[src/rtl/bist_checkerboard_ctrl_pkg.sv]
// Shared types and constants for the checkerboard BIST controller.
// Optional build macro used by this slice: BIST_FAIL_LOG_EN (see bist_rd_checker).
`ifndef SRAM_ADDR_WIDTH
`define SRAM_ADDR_WIDTH 8
`endif

package bist_checkerboard_ctrl_pkg;

  localparam int DEF_ADDR_WIDTH = `SRAM_ADDR_WIDTH;
  localparam int DEF_DATA_WIDTH = 4;
  localparam int DEF_READ_LAT   = 1;

  // Checkerboard words for pattern bit p=0 and p=1; wider words repeat the low pair.
  localparam logic [3:0] PAT_A = 4'b0101;
  localparam logic [3:0] PAT_B = 4'b1010;

  typedef enum logic [2:0] {
    ST_IDLE  = 3'd0,
    ST_WRITE = 3'd1,
    ST_READ  = 3'd2,
    ST_DRAIN = 3'd3,
    ST_DONE  = 3'd4
  } state_t;

endpackage

[src/rtl/bist_checkerboard_ctrl_if.sv]
// SRAM port bundle between the BIST controller (master) and the SRAM (slave).
interface bist_checkerboard_ctrl_if
  import bist_checkerboard_ctrl_pkg::*;
#(
  parameter int ADDR_WIDTH = DEF_ADDR_WIDTH,
  parameter int DATA_WIDTH = DEF_DATA_WIDTH
);

  logic                  cs;
  logic                  we;
  logic [ADDR_WIDTH-1:0] addr;
  logic [DATA_WIDTH-1:0] wdata;
  logic [DATA_WIDTH-1:0] rdata;

  modport master (output cs, output we, output addr, output wdata, input rdata);
  modport slave  (input cs, input we, input addr, input wdata, output rdata);

endinterface

[src/rtl/bist_rd_checker.sv]
// Read-data checker: carries expected word/address alongside each read for
// READ_LAT cycles, compares against returned data and keeps a sticky fail.
// BIST_FAIL_LOG_EN adds first-fail address and saturating mismatch count;
// without it those outputs are constant zero and no log flops exist.
module bist_rd_checker #(
  parameter int ADDR_WIDTH = 8,
  parameter int DATA_WIDTH = 4,
  parameter int READ_LAT   = 1
) (
  input  logic                  clk,
  input  logic                  rst,
  input  logic                  clr,
  input  logic                  rd_issue,
  input  logic [ADDR_WIDTH-1:0] rd_addr,
  input  logic [DATA_WIDTH-1:0] rd_exp,
  input  logic [DATA_WIDTH-1:0] rdata,
  output logic                  fail,
  output logic [ADDR_WIDTH-1:0] fail_addr,
  output logic [7:0]            fail_count
);

  logic [READ_LAT-1:0]   vld_q;
  logic [DATA_WIDTH-1:0] exp_q [READ_LAT];
  logic                  mismatch;

  assign mismatch = vld_q[READ_LAT-1] && (rdata != exp_q[READ_LAT-1]);

  // Valid bits of the compare pipeline; cleared on reset so nothing stale is checked.
  always_ff @(posedge clk) begin
    if (rst) vld_q <= '0;
    else     vld_q <= (vld_q << 1) | READ_LAT'(rd_issue);
  end

  // Expected-word delay line, aligned with sram_rdata at the last stage.
  always_ff @(posedge clk) begin
    exp_q[0] <= rd_exp;
    for (int i = READ_LAT - 1; i > 0; i--) exp_q[i] <= exp_q[i-1];
  end

  // Sticky fail flag, cleared at the start of each run.
  always_ff @(posedge clk) begin
    if (rst || clr)    fail <= 1'b0;
    else if (mismatch) fail <= 1'b1;
  end

`ifdef BIST_FAIL_LOG_EN
  logic [ADDR_WIDTH-1:0] addr_q [READ_LAT];

  // Address delay line, only needed to log where the first mismatch happened.
  always_ff @(posedge clk) begin
    addr_q[0] <= rd_addr;
    for (int i = READ_LAT - 1; i > 0; i--) addr_q[i] <= addr_q[i-1];
  end

  // First-fail address (fail still low means no earlier mismatch) and saturating count.
  always_ff @(posedge clk) begin
    if (rst || clr) begin
      fail_addr  <= '0;
      fail_count <= '0;
    end else if (mismatch) begin
      if (!fail) fail_addr <= addr_q[READ_LAT-1];
      if (fail_count != 8'hFF) fail_count <= fail_count + 8'd1;
    end
  end
`else
  logic unused_rd_addr;

  assign unused_rd_addr = ^rd_addr;
  assign fail_addr      = '0;
  assign fail_count     = '0;
`endif

endmodule

[src/rtl/bist_checkerboard_ctrl.sv]
// Checkerboard BIST sequencer for the SRAM: write pattern, verify, write
// inverted pattern, verify, then drain the read pipeline and report.
// Optional macro BIST_FAIL_LOG_EN enables fail_addr/fail_count logging.
//
//   state    | meaning
//   ---------+-------------------------------------------------------
//   ST_IDLE  | after reset, waiting for start
//   ST_WRITE | one write per cycle, addr 0..max, pattern by pass
//   ST_READ  | one read per cycle, addr 0..max, compared downstream
//   ST_DRAIN | no access, READ_LAT cycles for last compares to land
//   ST_DONE  | done=1, result held until start or rst
module bist_checkerboard_ctrl
  import bist_checkerboard_ctrl_pkg::*;
#(
  parameter int ADDR_WIDTH = DEF_ADDR_WIDTH,
  parameter int DATA_WIDTH = DEF_DATA_WIDTH,
  parameter int READ_LAT   = DEF_READ_LAT
) (
  input  logic                      clk,
  input  logic                      rst,
  input  logic                      start,
  bist_checkerboard_ctrl_if.master  sram,
  output logic                      busy,
  output logic                      done,
  output logic                      fail,
  output logic [ADDR_WIDTH-1:0]     fail_addr,
  output logic [7:0]                fail_count
);

  localparam logic [ADDR_WIDTH-1:0] ADDR_MAX   = {ADDR_WIDTH{1'b1}};
  localparam logic [2:0]            DRAIN_INIT = 3'(READ_LAT - 1);
  localparam logic [DATA_WIDTH-1:0] WORD_P0    = {(DATA_WIDTH/2){PAT_A[1:0]}};
  localparam logic [DATA_WIDTH-1:0] WORD_P1    = {(DATA_WIDTH/2){PAT_B[1:0]}};

  state_t                state_q, state_d;
  logic [ADDR_WIDTH-1:0] addr_q, addr_d;
  logic                  pass_q, pass_d;
  logic [2:0]            drain_q, drain_d;
  logic                  clr_run;
  logic [DATA_WIDTH-1:0] pat_word;

  assign pat_word = (addr_q[0] ^ pass_q) ? WORD_P1 : WORD_P0;

  // Everything visible outside is decoded from state/addr/pass registers.
  assign sram.cs    = (state_q == ST_WRITE) || (state_q == ST_READ);
  assign sram.we    = (state_q == ST_WRITE);
  assign sram.addr  = addr_q;
  assign sram.wdata = (state_q == ST_WRITE) ? pat_word : '0;
  assign busy       = (state_q == ST_WRITE) || (state_q == ST_READ) || (state_q == ST_DRAIN);
  assign done       = (state_q == ST_DONE);

  // State, address/pass counter and drain down-counter registers.
  always_ff @(posedge clk) begin
    if (rst) begin
      state_q <= ST_IDLE;
      addr_q  <= '0;
      pass_q  <= 1'b0;
      drain_q <= '0;
    end else begin
      state_q <= state_d;
      addr_q  <= addr_d;
      pass_q  <= pass_d;
      drain_q <= drain_d;
    end
  end

  // Next-state logic; phases chain back-to-back with the address wrapping to 0.
  always_comb begin
    state_d = state_q;
    addr_d  = addr_q;
    pass_d  = pass_q;
    drain_d = drain_q;
    clr_run = 1'b0;
    case (state_q)
      ST_IDLE, ST_DONE: begin
        if (start) begin
          state_d = ST_WRITE;
          addr_d  = '0;
          pass_d  = 1'b0;
          clr_run = 1'b1;
        end
      end
      ST_WRITE: begin
        if (addr_q == ADDR_MAX) begin
          state_d = ST_READ;
          addr_d  = '0;
        end else begin
          addr_d = addr_q + 1'b1;
        end
      end
      ST_READ: begin
        if (addr_q == ADDR_MAX) begin
          addr_d = '0;
          if (!pass_q) begin
            state_d = ST_WRITE;
            pass_d  = 1'b1;
          end else begin
            state_d = ST_DRAIN;
            drain_d = DRAIN_INIT;
          end
        end else begin
          addr_d = addr_q + 1'b1;
        end
      end
      ST_DRAIN: begin
        if (drain_q == 3'd0) state_d = ST_DONE;
        else                 drain_d = drain_q - 3'd1;
      end
      default: state_d = ST_IDLE;
    endcase
  end

  bist_rd_checker #(
    .ADDR_WIDTH (ADDR_WIDTH),
    .DATA_WIDTH (DATA_WIDTH),
    .READ_LAT   (READ_LAT)
  ) u_rd_checker (
    .clk        (clk),
    .rst        (rst),
    .clr        (clr_run),
    .rd_issue   (state_q == ST_READ),
    .rd_addr    (addr_q),
    .rd_exp     (pat_word),
    .rdata      (sram.rdata),
    .fail       (fail),
    .fail_addr  (fail_addr),
    .fail_count (fail_count)
  );

endmodule

[src/flat_wrapper.sv]
// flat-port wrapper written by rule: the top's interface ports become plain ports
module bist_checkerboard_ctrl_flat import bist_checkerboard_ctrl_pkg::*;
#(
  parameter int ADDR_WIDTH = DEF_ADDR_WIDTH,
  parameter int DATA_WIDTH = DEF_DATA_WIDTH,
  parameter int READ_LAT   = DEF_READ_LAT
)
  (clk, rst, start, busy, done, fail, fail_addr, fail_count, sram_cs, sram_we, sram_addr, sram_wdata, sram_rdata);
  bist_checkerboard_ctrl_if #(.ADDR_WIDTH(ADDR_WIDTH), .DATA_WIDTH(DATA_WIDTH)) sram_i ();
  input  logic clk;
  input  logic rst;
  input  logic start;
  output logic busy;
  output logic done;
  output logic fail;
  output logic [ADDR_WIDTH-1:0] fail_addr;
  output logic [7:0] fail_count;
  output wire logic [$bits(sram_i.cs)-1:0] sram_cs;
  output wire logic [$bits(sram_i.we)-1:0] sram_we;
  output wire logic [$bits(sram_i.addr)-1:0] sram_addr;
  output wire logic [$bits(sram_i.wdata)-1:0] sram_wdata;
  input wire logic [$bits(sram_i.rdata)-1:0] sram_rdata;
  assign sram_cs = sram_i.cs;
  assign sram_we = sram_i.we;
  assign sram_addr = sram_i.addr;
  assign sram_wdata = sram_i.wdata;
  assign sram_i.rdata = sram_rdata;
  bist_checkerboard_ctrl #(.ADDR_WIDTH(ADDR_WIDTH), .DATA_WIDTH(DATA_WIDTH), .READ_LAT(READ_LAT)) u_core (.clk(clk), .rst(rst), .start(start), .sram(sram_i), .busy(busy), .done(done), .fail(fail), .fail_addr(fail_addr), .fail_count(fail_count));
endmodule
[config.mk]
export PLATFORM = sky130hd
export DESIGN_NAME = bist_checkerboard_ctrl_flat
export DESIGN_NICKNAME = d
export VERILOG_FILES = /design/src/rtl/bist_checkerboard_ctrl_pkg.sv /design/src/rtl/bist_checkerboard_ctrl_if.sv /design/src/rtl/bist_rd_checker.sv /design/src/rtl/bist_checkerboard_ctrl.sv /design/src/flat_wrapper.sv
export SDC_FILE = /design/constraint.sdc
export NUM_CORES = 1
export LEC_CHECK = 0
export CAP_MARGIN = 15
export CORE_ASPECT_RATIO = 0.75
export CORE_MARGIN = 4
export CORE_UTILIZATION = 40
export DETAILED_ROUTE_END_ITERATION = 8
export PLACE_DENSITY = 0.82
export SLEW_MARGIN = 20
export SYNTH_ARGS = -nofsm -noshare
export SYNTH_HDL_FRONTEND = slang
export SYNTH_HIERARCHICAL = 1
export SYNTH_SLANG_ARGS = --single-unit
[constraint.sdc]
create_clock -name clk -period 3.16 [get_ports clk]
set_input_delay 0.79 -clock clk [delete_from_list [all_inputs] [get_ports clk]]
set_output_delay 0.79 -clock clk [all_outputs]
set_load 0.02 [all_outputs]
### Word-level counts from Yosys, hierarchy flattened

Memory sizes are Yosys's and may differ from the RTL's.
Index checks and enable logic that the tools add are counted.

| word-level totals | value |
|---|---|
| input bits | 7 |
| output and inout port bits | 33 |
| RAM bits | 4 |
| memory bits (read-only) | 0 |
| bits in registers | 17 |
| latch bits | 0 |
| word-level logic and storage cells | 57 |
| memories | 1 |

| cells by class | value |
|---|---|
| eq/ne operators | 12 |
| multiplexer cells | 20 |
| divide/modulo/power cells | 0 |
| add/subtract/negate cells | 2 |
| reductions and logical operators | 15 |
| bitwise logic cells | 1 |
| shifts and indexed selects | 0 |
| $lt $le $gt $ge | 0 |
| multipliers | 0 |

Memory list:

| memory | depth | bits a word | read ports | clocked after memory_dff | write ports | line | text |
|---|---|---|---|---|---|---|---|
| u_core.u_rd_checker.exp_q | 1 | 4 | 1 | 0 | 1 | bist_rd_checker.sv:23 | `logic [DATA_WIDTH-1:0] exp_q [READ_LAT];` |

Operators by type and width:

| kind | count |
|---|---|
| $mux W3 | 7 |
| $mux W8 | 2 |
| $pmux W8 S2 | 1 |
| $pmux W3 S4 | 1 |
| $add A8 B1 Y8 const B | 1 |
| $eq A8 B8 Y1 const B | 1 |
| $mux W4 | 2 |
| $reduce_and A4 Y1 | 2 |
| $eq A3 B2 Y1 const B | 2 |
| $logic_not A3 Y1 | 2 |
| $ne A2 B1 Y1 const B | 3 |
| $ne A2 B2 Y1 const B | 3 |
| $pmux W3 S2 | 1 |
| $reduce_bool A2 Y1 | 3 |
| $mux W1 | 4 |
| $ne A4 B4 Y1 | 1 |
| $reduce_or A2 Y1 | 2 |
| $eq A3 B1 Y1 const B | 1 |
| $eq A3 B3 Y1 const B | 1 |
| $logic_or A1 B1 Y1 | 3 |
| $reduce_and A3 Y1 | 1 |
| $sub A3 B1 Y3 const B | 1 |
| $mux W2 | 1 |
| $pmux W1 S2 | 1 |
| 3 further kinds | 3 |

### Depth between registers and ports, before layout

Gate-level depths: netlist of the first run.

| depth | value |
|---|---|
| depth after elaboration | 4 |
| gate-level depth with buffers | 7 |
| mapped depth without buffers | 7 |

### Hierarchy

The synthesis of the first run kept the hierarchy.

By module, submodules not included:

| module | seq. area each (µm²) | area each (µm²) | instances | cells each |
|---|---|---|---|---|
| bist_checkerboard_ctrl | 300.3 | 920.9 | 1 | 114 |
| bist_rd_checker | 120.1 | 305.3 | 1 | 31 |

### Least setup slack after synthesis of the first run

No wires, ideal clock.

| path | value |
|---|---|
| path kind | register to output |
| start | reg u_core.addr_q[0] (netlist: u_core/sram.addr[0]) |
| end | out sram_wdata[3] |
| buffers on the path | 1 |
| path slack | 0.987 ns |
| required time | 2.370 ns |
| stages on the path, launching flop included | 5 |
| arrival | 1.383 ns |
| path through | dfxtp_1 > xor2_1 > inv_1 > nor2_1 > buf_4 |

| between the ends | value |
|---|---|
| word-level cells in the longest chain between the ends | 3 |

RTL lines:

| what | line | text |
|---|---|---|
| start: declaration | bist_checkerboard_ctrl.sv:36 | `logic [ADDR_WIDTH-1:0] addr_q, addr_d;` |
| start signal: assignment | bist_checkerboard_ctrl.sv:61 | `addr_q <= addr_d;` |
| $xor A1 B1 Y1 | bist_checkerboard_ctrl.sv:42 | `assign pat_word = (addr_q[0] ^ pass_q) ? WORD_P1 : WORD_P0;` |
| $mux W4 | bist_checkerboard_ctrl.sv:42 |  |
| $mux W4 | bist_checkerboard_ctrl.sv:48 | `assign sram.wdata = (state_q == ST_WRITE) ? pat_word : '0;` |
| end: declaration | flat_wrapper.sv:21 | `output wire logic [$bits(sram_i.wdata)-1:0] sram_wdata;` |

Every way passes these cells.

### Final worst setup path of the first run

| path | value |
|---|---|
| start | reg u_core.state_q[0] |
| end | out sram_cs |

| between the ends | value |
|---|---|
| word-level cells in the longest chain between the ends | 2 |
| elaborated cells on any way between the ends | 3 |
| classes of those cells | eq/ne (2); reduce/logical (1) |

RTL lines:

| what | line | text |
|---|---|---|
| start: declaration | bist_checkerboard_ctrl.sv:35 | `state_t state_q, state_d;` |
| start signal: assignment | bist_checkerboard_ctrl.sv:60 | `state_q <= state_d;` |
| $eq A3 B1 Y1 / $eq A3 B2 Y1 (equally long branches) | bist_checkerboard_ctrl.sv:45 | `assign sram.cs = (state_q == ST_WRITE) \|\| (state_q == ST_READ);` |
| $logic_or A1 B1 Y1 (*) | bist_checkerboard_ctrl.sv:45 |  |
| end: declaration | flat_wrapper.sv:18 | `output wire logic [$bits(sram_i.cs)-1:0] sram_cs;` |

Every way passes the cells marked *; elsewhere a longest branch is shown, timed or not.

==> results of run 1 <==
-- worst max-delay path, delay by kind of cell (launching register included) --
family	cells	cell delay, ns
buf+inv	1	0.63
simple gates	1	0.18
flops	1	0.73
xor+xnor	1	0.19
-- report_power, final --
group	switching (W)	internal [W]	total, W
clock	0.0000882	0.0000879	0.000176
sequential	0.00000971	0.000272	0.000282
combinational	0.0000508	0.0000316	0.0000825
-- synthesized netlist by cell type (2+ instances only) --
library cell,count
xor2_1,7
o31ai_1,2
nor2_1,17
buf_4,19
dfxtp_1,21
buf_2,2
nor2b_1,4
nand2_1,6
nand4_1,2
a211oi_1,2
and4_1,2
inv_1,9
ha_1,3
or3_1,2
o21ai_0,5
a31oi_1,3
or4_1,2
a21oi_1,6
nand3_1,4
clkbuf_1,2
xnor2_1,2
-- layer usage --
metal / global-route usage / wire, um / vias up
met2: 0.166 / 1050 / 30
met4: 0.0509 / 32 / 0
met5: 0 / 0 / -
li1: - / - / 508
met3: 0.0451 / 171 / 5
met1: 0.170 / 1140 / 445
-- registers in the layout (all words and copies together), names as in the netlist --
name                       cells
u_core/u_rd_checker/vld_q      1
u_core/state_q                 3
u_core/u_rd_checker/fail       1
u_core/u_rd_checker/exp_q      4
u_core/drain_q                 3
u_core/pass_q                  1
u_core/sram.addr               8
-- how the worst max path moves through the flow --
stage | to | slack [ns] | cells after the start
finish | sram_cs | 0.38 | 3
global route | sram_cs | 0.22 | 3
CTS | sram_cs | 0.38 | 3
detailed placement | sram_wdata[2] | 0.70 | 3
global placement | sram_cs | 0.72 | 3
floorplan | sram_wdata[3] | 0.99 | 4
-- through the flow --
| step | hold slack [ns] | std cells | power [W] | utilization |
|---|---|---|---|---|
| 2_1_floorplan | 0.429 | 160 | 0.000358 | - |
| 3_3_place_gp | 0.442 | 197 | 0.000369 | 0.473 |
| 3_5_place_dp | 0.452 | 197 | 0.000370 | 0.473 |
| 4_1_cts | 0.464 | 201 | 0.000547 | 0.489 |
| 5_1_grt | 0.489 | 201 | 0.000566 | 0.489 |
| 6_report | 0.456 | 201 | 0.000540 | 0.489 |
-- cells by family after synthesis --
group,count (synthesis)
buffers and inverters,33
AND/OR/NAND/NOR,49
AO/OA/AOI/OAI,28
flip-flops,21
other,1
multiplexers,1
XOR/XNOR,9
adder cells (fa/ha/maj),3
-- cell type report --
cell class | instances | area share
Multi-Input combinational cell | 106 | 0.458
Sequential cell | 21 | 0.293
Clock inverter | 1 | 0.00349
Inverter | 9 | 0.0235
Clock buffer | 3 | 0.0288
Tap cell | 38 | 0.0331
Timing Repair Buffer | 23 | 0.160
-- cell usage in the layout (no fill, tap or decap), types with 2 or more instances in the layout --
cell,count
a31oi_1,3
dfxtp_1,21
ha_1,3
nor2b_1,4
o31ai_1,2
nand3_1,4
a211oi_1,2
or4_1,2
nor2_1,17
xor2_1,7
o21ai_0,5
inv_1,9
a21oi_1,6
nand4_1,2
conb_1,16
and4_1,2
or3_1,2
nand2_1,6
xnor2_1,2
clkdlybuf4s50_1,23
clkbuf_8,3
==> results.md, run 1 <==
* Hold Vio Cnt, Final at 0
* Row count at 17
* Post-route ant nets at 0
* Drt total wl at 2390 um
* Type of origin of the critical path: flip-flop
* Mapped cell area at 1230 sq um
* Final GP Congestion at 0.799
* Post-synthesis sequential area ratio at 0.343
* Crit path max fanout at 17
* Max capacitance violation total at 0
* Area Growth Syn to Fin at 17.0%
* Clock root cell: clkbuf_8
* DIE AREA at 4020 sq um
* Effective utilization at floorplan at 0.418
* # IOs at 40
* Final instance area at 1440 sq um
* Dominant cell type by area after synthesis: dfxtp_1
* Cell area power density at 376 nW/um^2
* TritonCTS Buffers at 3
* Status: completed
* XOR/XNOR share of the synthesized area at 0.0643
* Number of distinct library cells after synthesis at 44
* Simple-gate area share of the yosys netlist at 0.223
* Core area at 2940 sq um
* Clk slew on worst S/H paths at 0.07 ns
* Antenna violations before repair at 0
* Clk buf depth at 2
* Largest net degree at the start of global routing at 18
* Via Count at 988
* Post-place setup slack at 0.701 ns
* Antenna cells at 0
* Data arrival time of the worst path at 1.99 ns
* # Post-CTS Setup Buffers at 0
* Number of cells produced by synthesis at 145
* CP startpoint: u_core/state_q[0]
* Crit path largest cell delay at 0.73 ns
* Share of the synthesized area in the top cell type at 0.343
* Port bufs at 23
* Final worst slack at 0.380 ns
* Fill cells at 284
* Fin crit share at 0.880
* Initial DRC count at 58
* Worst vdd ir at 0.000179 V
* Synth Area in Compound Gates at 0.160
* Hold buffers post-CTS at 0
* CTS tree: done
* Post-CTS sizing at 0
* Minimum clock period at 2.78 ns
* Multi-input gate area at 657 sq um
* R2R cell count at 4
* Number of synthesized flops with an enable pin at 0
* Routed len/inst at 11.9 um
* Final HPWL DP at 1780 um
* Worst skew pair latency at 0.26 ns
* Clock sink count at 21
* Synth Register Bits at 21
* YS warnings at 6
* First-pass GRT wire length at 3840 um
* RSZ-0062 raised after global routing: false
* Worst Tran Pin Value at 0.627 ns
* Crit. End Element: primary output
* Worst reg2reg startpoint: u_core/state_q[1]
* Area contributors post-synth: dfxtp_1, buf_4, nor2_1
* Gr usage total at 0.122
* GRT Residual Overflow at 0
* Mean post-synth cell area at 8.46 sq um
* First-pass DRT Iterations at 4
* Synth Area in Adders at 0.0306
* Nets at 174
* Main combinational cell family by area after synthesis: simple AND/OR/NAND/NOR gates
* Post-synthesis mux area share at 0.00816
* Sequential cell area at 420 sq um
* Number of global-route vias before repair at 825
* Synth Flop Type: dfxtp_1
* Die W at 71.9 um
* Fin Setup TNS at 0 ns
* FFs w/ async S/R, synth at 0
* Critical Path RT at 2.37 ns
* Reg2reg end: u_core/sram.addr[7]
* Reg2Reg Setup Slack at 1.38 ns
* Slew Viols, Final at 0
* DIE HEIGHT at 56.0 um
* Hold path startpoint: u_core/u_rd_checker/fail
* DRC errors left at 0
* Crit path cell chain: xnor2_1 > nor2_1 > clkdlybuf4s50_1
* Hold Crit Endpoint: u_core/u_rd_checker/fail
* Max_slew headroom at 0.582
* Setup violators final at 0
* Layout cell share with drive strength beyond 1 at 0.0552
* Leak pwr at 0.549 nW
* Slowest cell on crit path: dfxtp_1
* Tightest Hold Check Type: flip-flop to flip-flop
* Crit path kind: flip-flop to primary output
* Vias per Instance at 4.92
* Fmax at 360 MHz
* H-tree levels at 1
* Post-Place Cell Area at 1390 sq um
* Worst Skew at 0.00188 ns
* Hold path depth at 2
No activity file was read; power rests on OpenSTA's default activity.
==> inputs of run 2 (changes only) <==
- CORE_UTILIZATION: 40 -> 25
- CTS_CLUSTER_SIZE: unset -> 8
- PLACE_DENSITY: 0.82 -> 0.6
==> results.md, run 2 (synthesis results as in run 1) <==
* Worst Skew at 0.00127 ns (-0.000609 ns)
* Slew Viols, Final at 0 (unchanged)
* Max_slew headroom at 0.580 (-0.00121)
* GRT busiest layer: met2
* TritonCTS Buffers at 3 (unchanged)
* Effective utilization at floorplan at 0.267 (-0.151)
* Worst vdd ir at 0.000139 V (-22%)
* Number of global-route vias before repair at 918 (+11%)
* Psw at 0.000148 W (-0.44%)
* Clk slew on worst S/H paths at 0.08 ns (about the same)
* Met2 Track Usage GR at 0.149 (-0.0172)
* Hold Vio Cnt, Final at 0 (unchanged)
* Internal power at 0.000391 W (about the same)
* CTS tree: done
* Type of origin of the critical path: flip-flop
* First-pass DRT Iterations at 4 (unchanged)
* Clock root cell: clkbuf_8
* Status: completed
* Hold Crit Endpoint: u_core/u_rd_checker/fail
* CP most frequent cell: nor2_1
* Routed len/inst at 11.8 um (-0.99%)
* Setup violators final at 0 (unchanged)
* Die W at 88.9 um (+24%)
* Area Growth Syn to Fin at 19.6%
* Total power at 0.000539 W (-0.14%)
* Layout cell share with drive strength beyond 1 at 0.0610 (+0.00576)
* Reg2Reg Setup Slack at 1.39 ns (about the same)
* DIE HEIGHT at 68.7 um (+23%)
* Port bufs at 23 (unchanged)
* Slowest cell on crit path: dfxtp_1
* # Post-CTS Setup Buffers at 0 (unchanged)
* Fin crit share at 0.878 (-0.00114)
* Tightest Hold Check Type: flip-flop to flip-flop
* Hold path startpoint: u_core/u_rd_checker/fail
* Fmax at 360 MHz (+0.13%)
* Met1 GRT Util at 0.127 (-0.0430)
* Vias per Instance at 4.35 (-12%)
* Nets at 175 (+0.57%)
* Worst reg2reg startpoint: u_core/state_q[1]
* DRC errors left at 0 (unchanged)
* Register share of total power at 0.522 (about the same)
* Leak pwr at 0.555 nW (+0.99%)
* R2R cell count at 4 (unchanged)
* Core area at 4600 sq um (+57%)
* Sequential cell area at 420 sq um (unchanged)
* Data arrival time of the worst path at 1.99 ns (about the same)
* Most common cell after layout, fill and taps aside: clkdlybuf4s50_1
* Final GP Congestion at 0.788 (-1.4%)
* Via Count at 961 (-2.7%)
* Gr usage total at 0.0958 (-0.0260)
* Comb power frac at 0.153 (about the same)
* Cell area power density at 368 nW/um^2 (-2.3%)
* Worst skew pair latency at 0.26 ns (about the same)
* GRT Residual Overflow at 0 (unchanged)
* Final HPWL DP at 2040 um (+14%)
* Reg2reg end: u_core/sram.addr[7]
* Antenna violations before repair at 0 (unchanged)
* Antenna cells at 0 (unchanged)
* Fin Setup TNS at 0 ns (unchanged)
* Crit. End Element: primary output
* Clock sink count at 21 (unchanged)
* Multi-input gate area at 657 sq um (unchanged)
* Sw Share at 0.274 (-0.000827)
* Crit path kind: flip-flop to primary output
* # IOs at 40 (unchanged)
* Hold buffers post-CTS at 0 (unchanged)
* RSZ-0062 raised after global routing: false
* Max capacitance violation total at 0 (unchanged)
* Max FFs per register at 8 (unchanged)
* Minimum clock period at 2.78 ns (-0.00361 ns)
* Clock group share of total power at 0.325 (about the same)
* DIE AREA at 6100 sq um (+52%)
* Worst Tran Pin Value at 0.629 ns (+0.00180 ns)
* Largest net degree at the start of global routing at 18 (unchanged)
* Crit path max fanout at 17 (unchanged)
* H-tree levels at 1 (unchanged)
* Post-CTS sizing at 0 (unchanged)
* Row count at 21 (+4)
* Initial DRC count at 61 (+5.2%)
* Hold path depth at 2 (unchanged)
* First-pass GRT wire length at 4480 um (+17%)
* Crit path largest cell delay at 0.73 ns (about the same)
* Clk buf depth at 2 (unchanged)
* Post-route ant nets at 0 (unchanged)
* Most frequent cells in the layout: clkdlybuf4s50_1, dfxtp_1, nor2_1
* Crit path cell chain: nor2_1 > nor2_1 > clkdlybuf4s50_1
* Drt total wl at 2600 um (+8.9%)
* Fill cells at 477 (+68%)
* Critical Path RT at 2.37 ns (about the same)
* GRT met3 Usage at 0.0344 (-0.0107)
==> run 2: cell count changes in the layout (fill, tap and decap cells not counted), sizes merged <==
cell / before / now
buf: 0 / 1
==> run 2: routing by layer <==
| metal | up-vias | part of all wire |
|---|---|---|
| met3 | 4 | 0.069 |
| li1 | 505 | - |
| met1 | 433 | 0.48 |
| met2 | 19 | 0.45 |
| met5 | - | 0 |
| met4 | 0 | 0.0073 |
==> run 2: area by class of cell <==
type | instances | share of cell area
Inverter | 9 | 0.0230
Tap cell | 57 | 0.0486
Timing Repair Buffer | 24 | 0.162
Clock inverter | 1 | 0.00341
Clock buffer | 3 | 0.0282
Sequential cell | 21 | 0.287
Multi-Input combinational cell | 106 | 0.448
==> run 2: worst max-delay path by stage <==
stage / start / end / slack, ns
finish: u_core/state_q[0] / busy / 0.38
detailed placement: u_core/state_q[0] / busy / 0.68
global placement: u_core/state_q[0] / sram_cs / 0.70
CTS: u_core/state_q[0] / busy / 0.38
global route: u_core/state_q[0] / done / 0.20
floorplan: u_core/sram.addr[0] / sram_wdata[3] / 0.99
==> run 2: power groups by stage <==
stage	sequential (W)	combinational, W	clock, W
2_1_floorplan	0.000284	0.0000736	0
5_1_grt	0.000283	0.0000921	0.000199
3_3_place_gp	0.000288	0.0000827	0
6_report	0.000282	0.0000828	0.000175
4_1_cts	0.000282	0.0000832	0.000186
3_5_place_dp	0.000288	0.0000829	0
==> run 2: critical path, delay by kind of cell (launching register included) <==
kind,cells,cell delay [ns]
flops,1,0.73
simple gates,2,0.37
buf+inv,1,0.62
==> run 2: through the flow <==
step                      hold slack (ns)  setup slack, ns  std cells  cell area [sq um]   util
after floorplan                     0.429            0.987        160               1280      -
after global placement              0.443            0.699        217               1420  0.309
after detailed placement            0.452            0.676        217               1420  0.309
after CTS                           0.468            0.376        221               1470  0.319
after global routing                0.494            0.197        221               1470  0.319
final                               0.463            0.384        221               1470  0.319
==> inputs of run 3 (changes only) <==
- CORE_UTILIZATION: 25 -> 35
- CTS_CLUSTER_DIAMETER: unset -> 200
- PLACE_DENSITY: 0.6 -> 0.77
- clock period: 3.16 -> 2.28 ns (I/O delays scaled with it)
==> results.md, run 3 (synthesis results as in run 1) <==
* Antenna cells at 0 (unchanged)
* DRC errors left at 0 (unchanged)
* Post-route ant nets at 0 (unchanged)
* Clock root cell: clkbuf_8
* Fin Hold WS at 0.451 ns (-0.0123 ns)
* DIE HEIGHT at 59.3 um (-14%)
* Worst skew pair latency at 0.26 ns (about the same)
* Post-place setup slack at 0.234 ns (-0.442 ns)
* Clock sink count at 21 (unchanged)
* Final instance area at 1500 sq um (+2.6%)
* Routed len/inst at 11.8 um (+0.27%)
* H-tree levels at 1 (unchanged)
* Core area at 3330 sq um (-28%)
* Worst Skew at 0.00709 ns (+0.00581 ns)
* Tightest Hold Check Type: flip-flop to flip-flop
* Post-Place Cells at 207 (-4.6%)
* Final worst slack at 0.131 ns (-0.253 ns)
* Worst vdd ir at 0.000219 V (+58%)
* Cell area power density at 504 nW/um^2 (+37%)
* Effective utilization at floorplan at 0.368 (+0.101)
* Setup violators final at 0 (unchanged)
* Hold Vio Cnt, Final at 0 (unchanged)
* Status: completed
* Die W at 76.3 um (-14%)
* Most frequent cells in the layout: dfxtp_1, clkdlybuf4s50_1, nor2_1, conb_1, inv_1
* Drt total wl at 2490 um (-4.3%)
* Crit path max fanout at 8 (-9)
* Via Count at 1001 (+4.2%)
* # Post-CTS Setup Buffers at 0 (unchanged)
* Initial DRC count at 94 (+54%)
* # IOs at 40 (unchanged)
* Fmax at 465 MHz
* Fin cells at 211 (-4.5%)
* Vias per Instance at 4.74 (+9.1%)
* GRT Residual Overflow at 0 (unchanged)
* Row count at 18 (-14%)
* Leak pwr at 0.620 nW (+12%)
* Slowest cell on crit path: clkdlybuf4s50_1
* Most common cell after layout, fill and taps aside: dfxtp_1
* Crit path buffers/inverters at 2 (+1)
* Multi-input gate area at 664 sq um (+1.1%)
* DIE AREA at 4520 sq um (-26%)
* Port bufs at 23 (unchanged)
* Clk buf depth at 2 (unchanged)
* Number of global-route vias before repair at 907 (-1.2%)
* Minimum clock period at 2.15 ns
* Crit path cell chain: nor2_1 > nand2_1 > inv_1 > clkdlybuf4s50_1
* Fin crit share at 0.943
* Max capacitance violation total at 0 (unchanged)
* TritonCTS Buffers at 3 (unchanged)
* Post-Place Cell Area at 1450 sq um (+2.2%)
* Antenna violations before repair at 0 (unchanged)
* Data arrival time of the worst path at 1.58 ns (-0.41 ns)
* Crit. End Element: primary output
* Slew Viols, Final at 0 (unchanged)
* Max FFs per register at 8 (unchanged)
* Final HPWL DP at 1910 um (-6.3%)
* CTS tree: done
* Sequential cell area at 422 sq um (+0.30%)
* Crit path largest cell delay at 0.59 ns (-0.14 ns)
* Layout cell share with drive strength beyond 1 at 0.111 (+0.0501)
* Fill cells at 337 (-29%)
* Nets at 182 (+4.0%)
* CP top delay family: buffers and inverters
* Type of origin of the critical path: flip-flop
* Crit path kind: flip-flop to primary output
* RSZ-0062 raised after global routing: false
* Clk slew on worst S/H paths at 0.08 ns (about the same)
* Largest net degree at the start of global routing at 13 (-5)
* Final GP Congestion at 0.806 (+2.2%)
* Gr usage total at 0.118 (+0.0224)
* Critical Path RT at 1.71 ns (-0.66 ns)
* First-pass DRT Iterations at 4 (unchanged)
* Area Growth Syn to Fin at 22.7%
* First-pass GRT wire length at 4260 um (-4.9%)
## run 3: timing repair
| action | CTS | global route |
|---|---|---|
| hold buffers | 0 | 0 |
| endpoints found under the setup margin | 5 | 4 |
| pin swaps | 0 | 0 |
| resized for setup | 4 | 4 |
## run 3: worst reg2reg max path: stages, from the launching register on
cell	delay (ns)
dfxtp_1	0.36
buf_4	0.15
ha_1	0.16
and3_1	0.30
o311ai_1	0.21
or3_1	0.34
a21boi_1	0.13
## run 3: final timing paths
path,from,to,slack [ns],depth (start not counted)
worst max-delay path,u_core/state_q[1],sram_we,0.13,4
worst min-delay path,u_core/u_rd_checker/fail,u_core/u_rd_checker/fail,0.45,2
worst max register to register,u_core/sram.addr[0],u_core/sram.addr[6],0.57,6
worst min register to register,u_core/u_rd_checker/fail,u_core/u_rd_checker/fail,0.45,2
## run 3: metal layers
layer | vias up | track usage | wire length, um
met3 | 2 | 0.0410 | 151
met5 | - | 0 | 0
met4 | 0 | 0.0310 | 6
met1 | 442 | 0.164 | 1250
li1 | 528 | - | -
met2 | 29 | 0.175 | 1090
## run 3: cell type report
type,instances,share of cell area
well taps,40,0.0333
inverters,9,0.0225
flip-flops and latches,21,0.280
clock inverters,1,0.00333
clock buffers,3,0.0275
repair buffers,31,0.191
multi-input cells,106,0.442
## run 3: metrics by stage
step                      setup TNS (ns)  utilization  total power (W)
after floorplan                        0            -         0.000496
after global placement                 0        0.435         0.000524
after detailed placement               0        0.435         0.000524
after CTS                       -0.00851        0.448         0.000766
after global routing                   0        0.451         0.000793
final                                  0        0.451         0.000758
## run 3: power by group
part           leakage (nW)  internal, W  switching [W]  total (W)
logic                 0.424    0.0000503      0.0000792   0.000130
registers             0.171     0.000377     0.00000757   0.000384
clock network        0.0255     0.000122       0.000122   0.000244
==> RTL edit, RTL diff (flow settings as in run 2) <==
The 5 states of `state_t` get a one-hot encoding in 5 bits.
--- a/src/rtl/bist_checkerboard_ctrl_pkg.sv
+++ b/src/rtl/bist_checkerboard_ctrl_pkg.sv
@@ -14,12 +14,12 @@
   localparam logic [3:0] PAT_A = 4'b0101;
   localparam logic [3:0] PAT_B = 4'b1010;
 
-  typedef enum logic [2:0] {
-    ST_IDLE  = 3'd0,
-    ST_WRITE = 3'd1,
-    ST_READ  = 3'd2,
-    ST_DRAIN = 3'd3,
-    ST_DONE  = 3'd4
+  typedef enum logic [4:0] {
+    ST_IDLE  = 5'b00001,
+    ST_WRITE = 5'b00010,
+    ST_READ  = 5'b00100,
+    ST_DRAIN = 5'b01000,
+    ST_DONE  = 5'b10000
   } state_t;
 
 endpackage
Function: same outputs for any inputs over 10 cycles, from zero or initial values and one cycle with rst high; not proved beyond that.
==> RTL edit against run 2 <==
Setup slack improved by 0.025 ns; cell count increased by 11%; synthesized cell count increased by 4.8%; area after synthesis increased by 12%; utilization decreased by 1.4 points; clock skew increased by 0.0026 ns; wire length increased by 10%; final area increased by 11%; critical path type unchanged; sequential cell count increased by 2.
Power is not compared: it rests on default switching activity, and its combinational part moved more than twofold at a synthesized area within 25%.
==> RTL edit: results <==
group,metric,value,unit
synthesis,synth-compound-area-share,0.149,
final_layout,share_of_final_layout_standard_cells_stronger_than_drive_strength_1,0.112,
synthesis,synth_fa_ha_area_frac,0.0274,
placement,place_hpwl,2200,µm
synthesis,synthMuxAreaShare,0.0146,
synthesis,synth_seq_area_share,0.336,
timing,finClkSkew,0.00387,ns
global_routing,grt_max_degree,19,
global_routing,grt.met3_usage,0.0383,
setup_path,critPathSlowestCell,"clkdlybuf4s50_1",
setup_path,cp-startpoint,"u_core/state_q[1]",
route,routed-wl-met3,211,µm
route,route.layer.met1.wl,1530,µm
route,dr.max_layer_used,"met3",
placement,gp_congestion,0.752,
route,drt_first_iter_violations,28,
run_status,status,"complete, no violations",
setup_path,ff2ff_path_depth,5,
global_routing,groute.layer.met2.usage,0.112,
setup_path,slowest_delay,0.65,ns
global_routing,grt_pass1_vias,989,
global_routing,grt_pass1_wl,4780,µm
route,met2RoutedLength,1130,µm
global_routing,gr-usage-met1,0.139,
global_routing,gr_util_all_layers,0.0879,
route,vias,1014,
route,route.detailed.wl_per_inst,11.7,µm
setup_path,crit-reg2reg-launch,"u_core/state_q[0]",
setup_path,r2r_slack,1.27,ns
synthesis,synthDistinctLibCells,46,
setup_path,crit_path_max_fanout,10,
synthesis,xor_xnor_share_of_the_synthesized_area,0.0620,
==> RTL edit: cell count changes after synthesis, sizes merged, moves of 3 or more <==
cell | run 2 | this run
nand2 | 6 | 9
nor4b | 0 | 3
nor2b | 5 | 2
buf | 22 | 25
a311oi | 1 | 4
==> RTL edit: per-stage QoR <==
| step | cells | utilization | hold WS, ns | worst slack [ns] |
|---|---|---|---|---|
| 2_1_floorplan | 167 | - | 0.420 | 1.00 |
| 3_3_place_gp | 241 | 0.296 | 0.436 | 0.686 |
| 3_5_place_dp | 241 | 0.296 | 0.438 | 0.684 |
| 4_1_cts | 245 | 0.305 | 0.451 | 0.390 |
| 5_1_grt | 245 | 0.305 | 0.477 | 0.212 |
| 6_report | 245 | 0.305 | 0.453 | 0.409 |
==> RTL edit: kinds of logic after synthesis <==
| kind of cell | count (synthesis) |
|---|---|
| simple gates | 54 |
| buf+inv | 34 |
| compound gates | 27 |
| flops | 23 |
| xor+xnor | 8 |
| fa+ha+maj | 3 |
| mux | 2 |
| other cells | 1 |
==> RTL edit: final cells by class <==
| cell class | instances | area [µm²] |
|---|---|---|
| Fill cell | 567 | 3700 |
| Multi-Input combinational cell | 110 | 748 |
| Sequential cell | 23 | 460 |
| Timing Repair Buffer | 25 | 245 |
| Tap cell | 75 | 93.8 |
| Clock buffer | 3 | 41.3 |
| Inverter | 8 | 30.0 |
| Clock inverter | 1 | 5.00 |
==> RTL edit: power by group through the flow <==
stage | Clock (mW) | Combinational (mW) | Sequential, mW
6_report | 0.181 | 0.286 | 0.362
3_5_place_dp | 0 | 0.288 | 0.369
2_1_floorplan | 0 | 0.267 | 0.334
3_3_place_gp | 0 | 0.284 | 0.368
4_1_cts | 0.190 | 0.290 | 0.362
5_1_grt | 0.203 | 0.319 | 0.369
